$ cat src/rtl/frame_control_regs_pkg.sv
// Shared definitions for the frame control register block: register map,
// STATUS bit positions, ID constant and sequencer state encoding.
package frame_control_regs_pkg;

    localparam int unsigned REG_CTRL      = 0;
    localparam int unsigned REG_STATUS    = 1;
    localparam int unsigned REG_CORE_EN   = 2;
    localparam int unsigned REG_PULSE_LEN = 3;
    localparam int unsigned REG_IRQ_MASK  = 4;
    localparam int unsigned REG_FRAME_CNT = 5;
    localparam int unsigned REG_CORE_DONE = 6;
    localparam int unsigned REG_ID        = 7;

    localparam int unsigned STATUS_IRQ  = 0;
    localparam int unsigned STATUS_BUSY = 1;
    localparam int unsigned STATUS_DROP = 2;

    localparam logic [7:0] ID_VALUE = 8'hA2;

    typedef enum logic [1:0] {
        IDLE  = 2'd0,
        PULSE = 2'd1,
        WAIT  = 2'd2
    } frame_state_t;

endpackage

$ cat src/rtl/frame_control_regs_core_done_tracker.sv
// Sticky per-core completion bits, qualified by the mask latched at frame start.
module core_done_tracker #(
    parameter int CORE_NUM = 4
) (
    input  logic                clk,
    input  logic                reset,
    input  logic                clear,
    input  logic [CORE_NUM-1:0] core_done,
    input  logic [CORE_NUM-1:0] active_mask,
    output logic [CORE_NUM-1:0] done,
    output logic                all_done
);

    // Accumulate done pulses from enabled cores; clear wins at frame start.
    always_ff @(posedge clk) begin
        if (reset || clear) begin
            done <= '0;
        end else begin
            done <= done | (core_done & active_mask);
        end
    end

    // Frame is complete once every core in the latched mask has reported.
    always_comb begin
        all_done = ((done & active_mask) == active_mask);
    end

endmodule

$ cat src/rtl/frame_control_regs.sv
// HPS-facing control/status registers, start-pulse sequencer and frame
// completion tracking for the shader core array.
//
// state | meaning
// IDLE  | no frame running, waiting for a start request
// PULSE | start held high, pulse counter running down
// WAIT  | start low, waiting for all latched cores to report done
module frame_control_regs
    import frame_control_regs_pkg::*;
#(
    parameter int WIDTH         = 8,
    parameter int CORE_NUM      = 4,
    parameter int ADDR_W        = 3,
    parameter int PULSE_W       = 8,
    parameter int PULSE_DEFAULT = 20
) (
    input  logic                clk,
    input  logic                reset,
    input  logic [ADDR_W-1:0]   address,
    input  logic                read,
    input  logic                write,
    input  logic [WIDTH-1:0]    data_write,
    output logic [WIDTH-1:0]    data_read,
    input  logic [CORE_NUM-1:0] core_done,
    output logic                start,
    output logic                busy,
    output logic                irq,
    output logic [CORE_NUM-1:0] core_en
);

    frame_state_t        state_q, state_d;
    logic [PULSE_W-1:0]  pulse_len_q;
    logic [PULSE_W-1:0]  pulse_cnt_q;
    logic [CORE_NUM-1:0] active_mask_q;
    logic [WIDTH-1:0]    frame_cnt_q;
    logic                irq_mask_q;
    logic                irq_pending_q;
    logic                start_dropped_q;
    logic [CORE_NUM-1:0] done_bits;
    logic                all_done;
    logic                start_req;
    logic                start_accept;
    logic                start_drop;
    logic                frame_done;
    logic [WIDTH-1:0]    rd_mux;

    function automatic logic wr_hit(input logic [ADDR_W-1:0] a, input int unsigned reg_idx);
        return (a == ADDR_W'(reg_idx));
    endfunction

    assign start_req = write && wr_hit(address, REG_CTRL) && data_write[0];
    assign busy      = (state_q != IDLE);
    assign start     = (state_q == PULSE);
    assign irq       = irq_pending_q & irq_mask_q;

    // Only record done pulses while a frame is running so CORE_DONE is stable between frames.
    core_done_tracker #(
        .CORE_NUM (CORE_NUM)
    ) u_tracker (
        .clk         (clk),
        .reset       (reset),
        .clear       (start_accept),
        .core_done   (core_done & {CORE_NUM{busy}}),
        .active_mask (active_mask_q),
        .done        (done_bits),
        .all_done    (all_done)
    );

    // Sequencer state register.
    always_ff @(posedge clk) begin
        if (reset) begin
            state_q <= IDLE;
        end else begin
            state_q <= state_d;
        end
    end

    // Next-state logic plus single-cycle accept/drop/complete events.
    always_comb begin
        state_d      = state_q;
        start_accept = 1'b0;
        start_drop   = 1'b0;
        frame_done   = 1'b0;
        case (state_q)
            IDLE: begin
                if (start_req) begin
                    if (core_en != '0) begin
                        start_accept = 1'b1;
                        state_d      = PULSE;
                    end else begin
                        start_drop = 1'b1;
                    end
                end
            end
            PULSE: begin
                start_drop = start_req;
                if (pulse_cnt_q == PULSE_W'(1)) begin
                    state_d = WAIT;
                end
            end
            WAIT: begin
                start_drop = start_req;
                if (all_done) begin
                    frame_done = 1'b1;
                    state_d    = IDLE;
                end
            end
            default: state_d = IDLE;
        endcase
    end

    // Pulse length counter and mask latched at frame start; zero length runs as one cycle.
    always_ff @(posedge clk) begin
        if (reset) begin
            pulse_cnt_q   <= '0;
            active_mask_q <= '0;
        end else if (start_accept) begin
            pulse_cnt_q   <= (pulse_len_q == '0) ? PULSE_W'(1) : pulse_len_q;
            active_mask_q <= core_en;
        end else if (state_q == PULSE) begin
            pulse_cnt_q <= pulse_cnt_q - PULSE_W'(1);
        end
    end

    // Register file writes; hardware sets win over same-cycle software clears.
    always_ff @(posedge clk) begin
        if (reset) begin
            core_en         <= '1;
            pulse_len_q     <= PULSE_W'(PULSE_DEFAULT);
            irq_mask_q      <= 1'b0;
            frame_cnt_q     <= '0;
            irq_pending_q   <= 1'b0;
            start_dropped_q <= 1'b0;
        end else begin
            if (write && wr_hit(address, REG_CORE_EN))
                core_en <= data_write[CORE_NUM-1:0];
            if (write && wr_hit(address, REG_PULSE_LEN))
                pulse_len_q <= data_write[PULSE_W-1:0];
            if (write && wr_hit(address, REG_IRQ_MASK))
                irq_mask_q <= data_write[0];

            if (write && wr_hit(address, REG_FRAME_CNT))
                frame_cnt_q <= frame_done ? WIDTH'(1) : '0;
            else if (frame_done)
                frame_cnt_q <= frame_cnt_q + WIDTH'(1);

            if (frame_done)
                irq_pending_q <= 1'b1;
            else if (write && wr_hit(address, REG_STATUS) && data_write[STATUS_IRQ])
                irq_pending_q <= 1'b0;

            if (start_drop)
                start_dropped_q <= 1'b1;
            else if (write && wr_hit(address, REG_STATUS) && data_write[STATUS_DROP])
                start_dropped_q <= 1'b0;
        end
    end

    // Read data selection; unused bits and CTRL read as zero.
    always_comb begin
        rd_mux = '0;
        case (address)
            ADDR_W'(REG_STATUS): begin
                rd_mux[STATUS_IRQ]  = irq_pending_q;
                rd_mux[STATUS_BUSY] = busy;
                rd_mux[STATUS_DROP] = start_dropped_q;
            end
            ADDR_W'(REG_CORE_EN):   rd_mux[CORE_NUM-1:0] = core_en;
            ADDR_W'(REG_PULSE_LEN): rd_mux[PULSE_W-1:0]  = pulse_len_q;
            ADDR_W'(REG_IRQ_MASK):  rd_mux[0]            = irq_mask_q;
            ADDR_W'(REG_FRAME_CNT): rd_mux               = frame_cnt_q;
            ADDR_W'(REG_CORE_DONE): rd_mux[CORE_NUM-1:0] = done_bits;
            ADDR_W'(REG_ID):        rd_mux               = WIDTH'(ID_VALUE);
            default:                rd_mux               = '0;
        endcase
    end

    // Registered read port; holds the last value between reads.
    always_ff @(posedge clk) begin
        if (reset) begin
            data_read <= '0;
        end else if (read) begin
            data_read <= rd_mux;
        end
    end

endmodule

$ cat config.mk
export PLATFORM = sky130hd
export DESIGN_NAME = frame_control_regs
export DESIGN_NICKNAME = d
export VERILOG_FILES = /design/src/rtl/frame_control_regs_pkg.sv /design/src/rtl/frame_control_regs_core_done_tracker.sv /design/src/rtl/frame_control_regs.sv
export SDC_FILE = /design/constraint.sdc
export NUM_CORES = 1
export LEC_CHECK = 0
export ABC_AREA = 1
export BUFFER_PORTS_ARGS = -buffer_cell sky130_fd_sc_hd__clkbuf_2
export CAP_MARGIN = 20
export CORE_MARGIN = 3
export CORE_UTILIZATION = 45
export CTS_CLUSTER_SIZE = 30
export DETAILED_ROUTE_END_ITERATION = 8
export HOLD_SLACK_MARGIN = 0.15
export PLACE_DENSITY_LB_ADDON = 0.08
export SYNTH_ARGS = -nofsm -noshare
export SYNTH_HDL_FRONTEND = slang
export SYNTH_SLANG_ARGS = --single-unit
export TNS_END_PERCENT = 30
$ cat constraint.sdc
create_clock -name clk -period 1.6 [get_ports clk]
set_input_delay 0.08 -clock clk [delete_from_list [all_inputs] [get_ports clk]]
set_output_delay 0.08 -clock clk [all_outputs]
set_load 0.005 [all_outputs]
==> results.json <==
{
  "status": "finished clean",
  "grt_use_total": 0.219,
  "powerDensity_mw_per_mm2": 839,
  "dpl.hpwl_mm": 5.00,
  "grt_pass1_wl_mm": 11.2,
  "ys_warn_count": 0,
  "max_freq_mhz": 670,
  "antenna_cells": 0,
  "drt-initial-drc-count": 119,
  "cts_root_buffer": "clkbuf_8",
  "crit_fanout": 8,
  "syn_inst": 373,
  "cp-endpoint": "active_mask_q[1]",
  "drive_above_1_share": 0.166,
  "grt_max_degree": 19,
  "coreArea_mm2": 0.00527,
  "avgSynthCellArea_um2": 6.82,
  "worstSetupPathType": "in -> reg",
  "relSlewSlack": 0.757,
  "leakage_uw": 0.00139,
  "vdd_drop_max_mv": 0.584,
  "row_count": 26,
  "endpoint_kind": "flop",
  "clkLatencyLatePin_ns": 0.30,
  "critPathLaunchType": "input port",
  "cp.arrival_ns": 1.69,
  "finalCriticalPeriod_ns": 1.49,
  "finClkSkew_ns": 0.00356,
  "vias": 2600,
  "grt_overflow_total": 0,
  "dieArea_mm2": 0.00659,
  "cts-htree-levels": 2,
  "drt-total-wl_mm": 6.81,
  "r2r-start": "state_q[1]",
  "hold_class": "in -> reg",
  "worstPathRequired_ns": 1.80,
  "ios": 34,
  "gp_congestion": 0.873,
  "grt_pass1_vias": 2483,
  "ant_nets": 0,
  "p_total_uw": 2650,
  "netlist_area_mm2": 0.00254,
  "regToRegEndpoint": "pulse_cnt_q[1]",
  "initial_core_util": 0.482,
  "die_h_um": 81.2,
  "period_share": 0.933,
  "via_per_inst": 5.11,
  "synth_cell_type_count": 26,
  "yosysSeqAreaShare": 0.386,
  "worst_pin_slew_ns": 0.361,
  "crit_start": "address[0]",
  "wl_per_cell_um": 13.4,
  "path_clk_slew_ns": 0.09,
  "clockBufferDepth": 2,
  "syn-num-nets": 399,
  "antenna_found_initial": 0,
  "setup-tns-final_ns": 0,
  "area_growth_pct": 24.4,
  "clock_sinks": 49,
  "drv_cap": 0,
  "drv_slew": 0,
  "finalSetupViolations": 0,
  "reg2regPathDepth": 7,
  "first_pass_iters": 4,
  "finalHoldViolations": 0,
  "cts_made_buffers": 5,
  "reg2reg_slack_ns": 0.12,
  "die_w_um": 81.2,
  "numPortBuffers": 33,
  "nNetsFinal": 464,
  "drc": 0,
  "cts_tree": "yes",
  "synth-seq-cells": 49
}
kinds of logic (layout without fill, tap and decap cells):
logic type | Yosys count | in the layout | synth area share
AO/OA/AOI/OAI | 86 | 86 | 0.180
XOR/XNOR | 1 | 1 | 0.00345
adder cells (fa/ha/maj) | 7 | 7 | 0.0344
buffers and inverters | 67 | 133 | 0.115
flip-flops | 49 | 49 | 0.386
AND/OR/NAND/NOR | 163 | 163 | 0.281
state kept, by name, indices dropped and copies added, names as in the netlist:
signal,cells
data_read,8
active_mask_q,4
irq_pending_q,1
core_en,4
frame_cnt_q,8
pulse_len_q,8
irq_mask_q,1
u_tracker.done,4
state_q,2
start_dropped_q,1
pulse_cnt_q,8
layout make-up:
cell class / count / area, um^2
Clock buffer: 6 / 82.6
Fill cell: 525 / 2110
Clock inverter: 2 / 37.5
Tap cell: 70 / 87.6
Inverter: 56 / 216
Sequential cell: 49 / 981
Multi-Input combinational cell: 257 / 1280
Timing Repair Buffer: 69 / 475
worst min path at each step:
stage,slack (ns),cells after the start,endpoint,startpoint
after CTS,0.18,3,core_en[0],write
after detailed placement,0.31,3,pulse_len_q[4],data_write[4]
after global placement,0.31,3,pulse_len_q[4],data_write[4]
final,0.18,3,core_en[0],write
after global routing,0.21,3,core_en[0],write
after floorplan,0.21,2,core_en[3],data_write[3]
cells in the final DEF, fill, tap and decap left out, types with 17 or more instances in the layout:
cell,count
clkbuf_2,33
o21ai_0,36
buf_4,18
nand2_1,82
dfxtp_1,49
nand3_1,38
dlygate4sd3_1,17
a21oi_1,38
nor2_1,25
inv_1,53
cell usage after synthesis, drive strengths merged:
cell     n  area [um^2]
a21boi   1         7.51
a31oi    2         12.5
nor2    31          136
nand2   84          320
nand3   39          208
o21ai   36          180
inv     56          210
nor3     4         20.0
nand4    5         31.3
a21oi   38          190
clkbuf   5         28.8
dfxtp   49          981
o211ai   4         30.0
ha       7         87.6
buf      6         53.8
o221ai   2         17.5
xnor2    1         8.76
o22ai    3         18.8
per-layer routing:
layer | vias up | global-route usage | share of wire
met2 | 63 | 0.385 | 0.48
met3 | 7 | 0.0388 | 0.049
li1 | 1353 | - | -
met4 | 0 | 0.0659 | 0.013
met1 | 1177 | 0.272 | 0.46
met5 | - | 0 | 0
where the power goes:
part           leakage (uW)  internal [uW]  total [uW]  switching (uW)
logic              0.000937            167         416             249
registers          0.000397           1260        1300            33.3
clock network     0.0000574            509         939             431
total               0.00139           1940        2650             713
stage by stage:
step	std cells	instance area, um^2	hold WS, ns	setup WS, ns	util
floorplan	373	2540	0.206	0.242	-
global placement	478	2810	0.307	0.0977	0.533
detailed placement	478	2810	0.314	0.0638	0.533
CTS	503	3100	0.184	0.0320	0.588
global route	509	3160	0.206	-0.00261	0.600
finish	509	3160	0.184	0.106	0.600
timing repair:
| item | in CTS | in global routing |
|---|---|---|
| setup endpoints to repair | 0 | 18 |
| endpoints found under the hold margin | 21 | 0 |
| buffers inserted | 0 | 6 |
| hold buffers | 17 | 0 |
| resized for setup | 0 | 6 |
worst max-delay path, cell delays in order:
cell	delay [ns]
dlygate4sd3_1	0.53
clkbuf_2	0.15
nor2_4	0.12
nand2_2	0.09
nor2_4	0.14
nand3_4	0.14
buf_4	0.19
o21ai_0	0.17
a21oi_1	0.07
No activity file was read; power rests on OpenSTA's default activity.
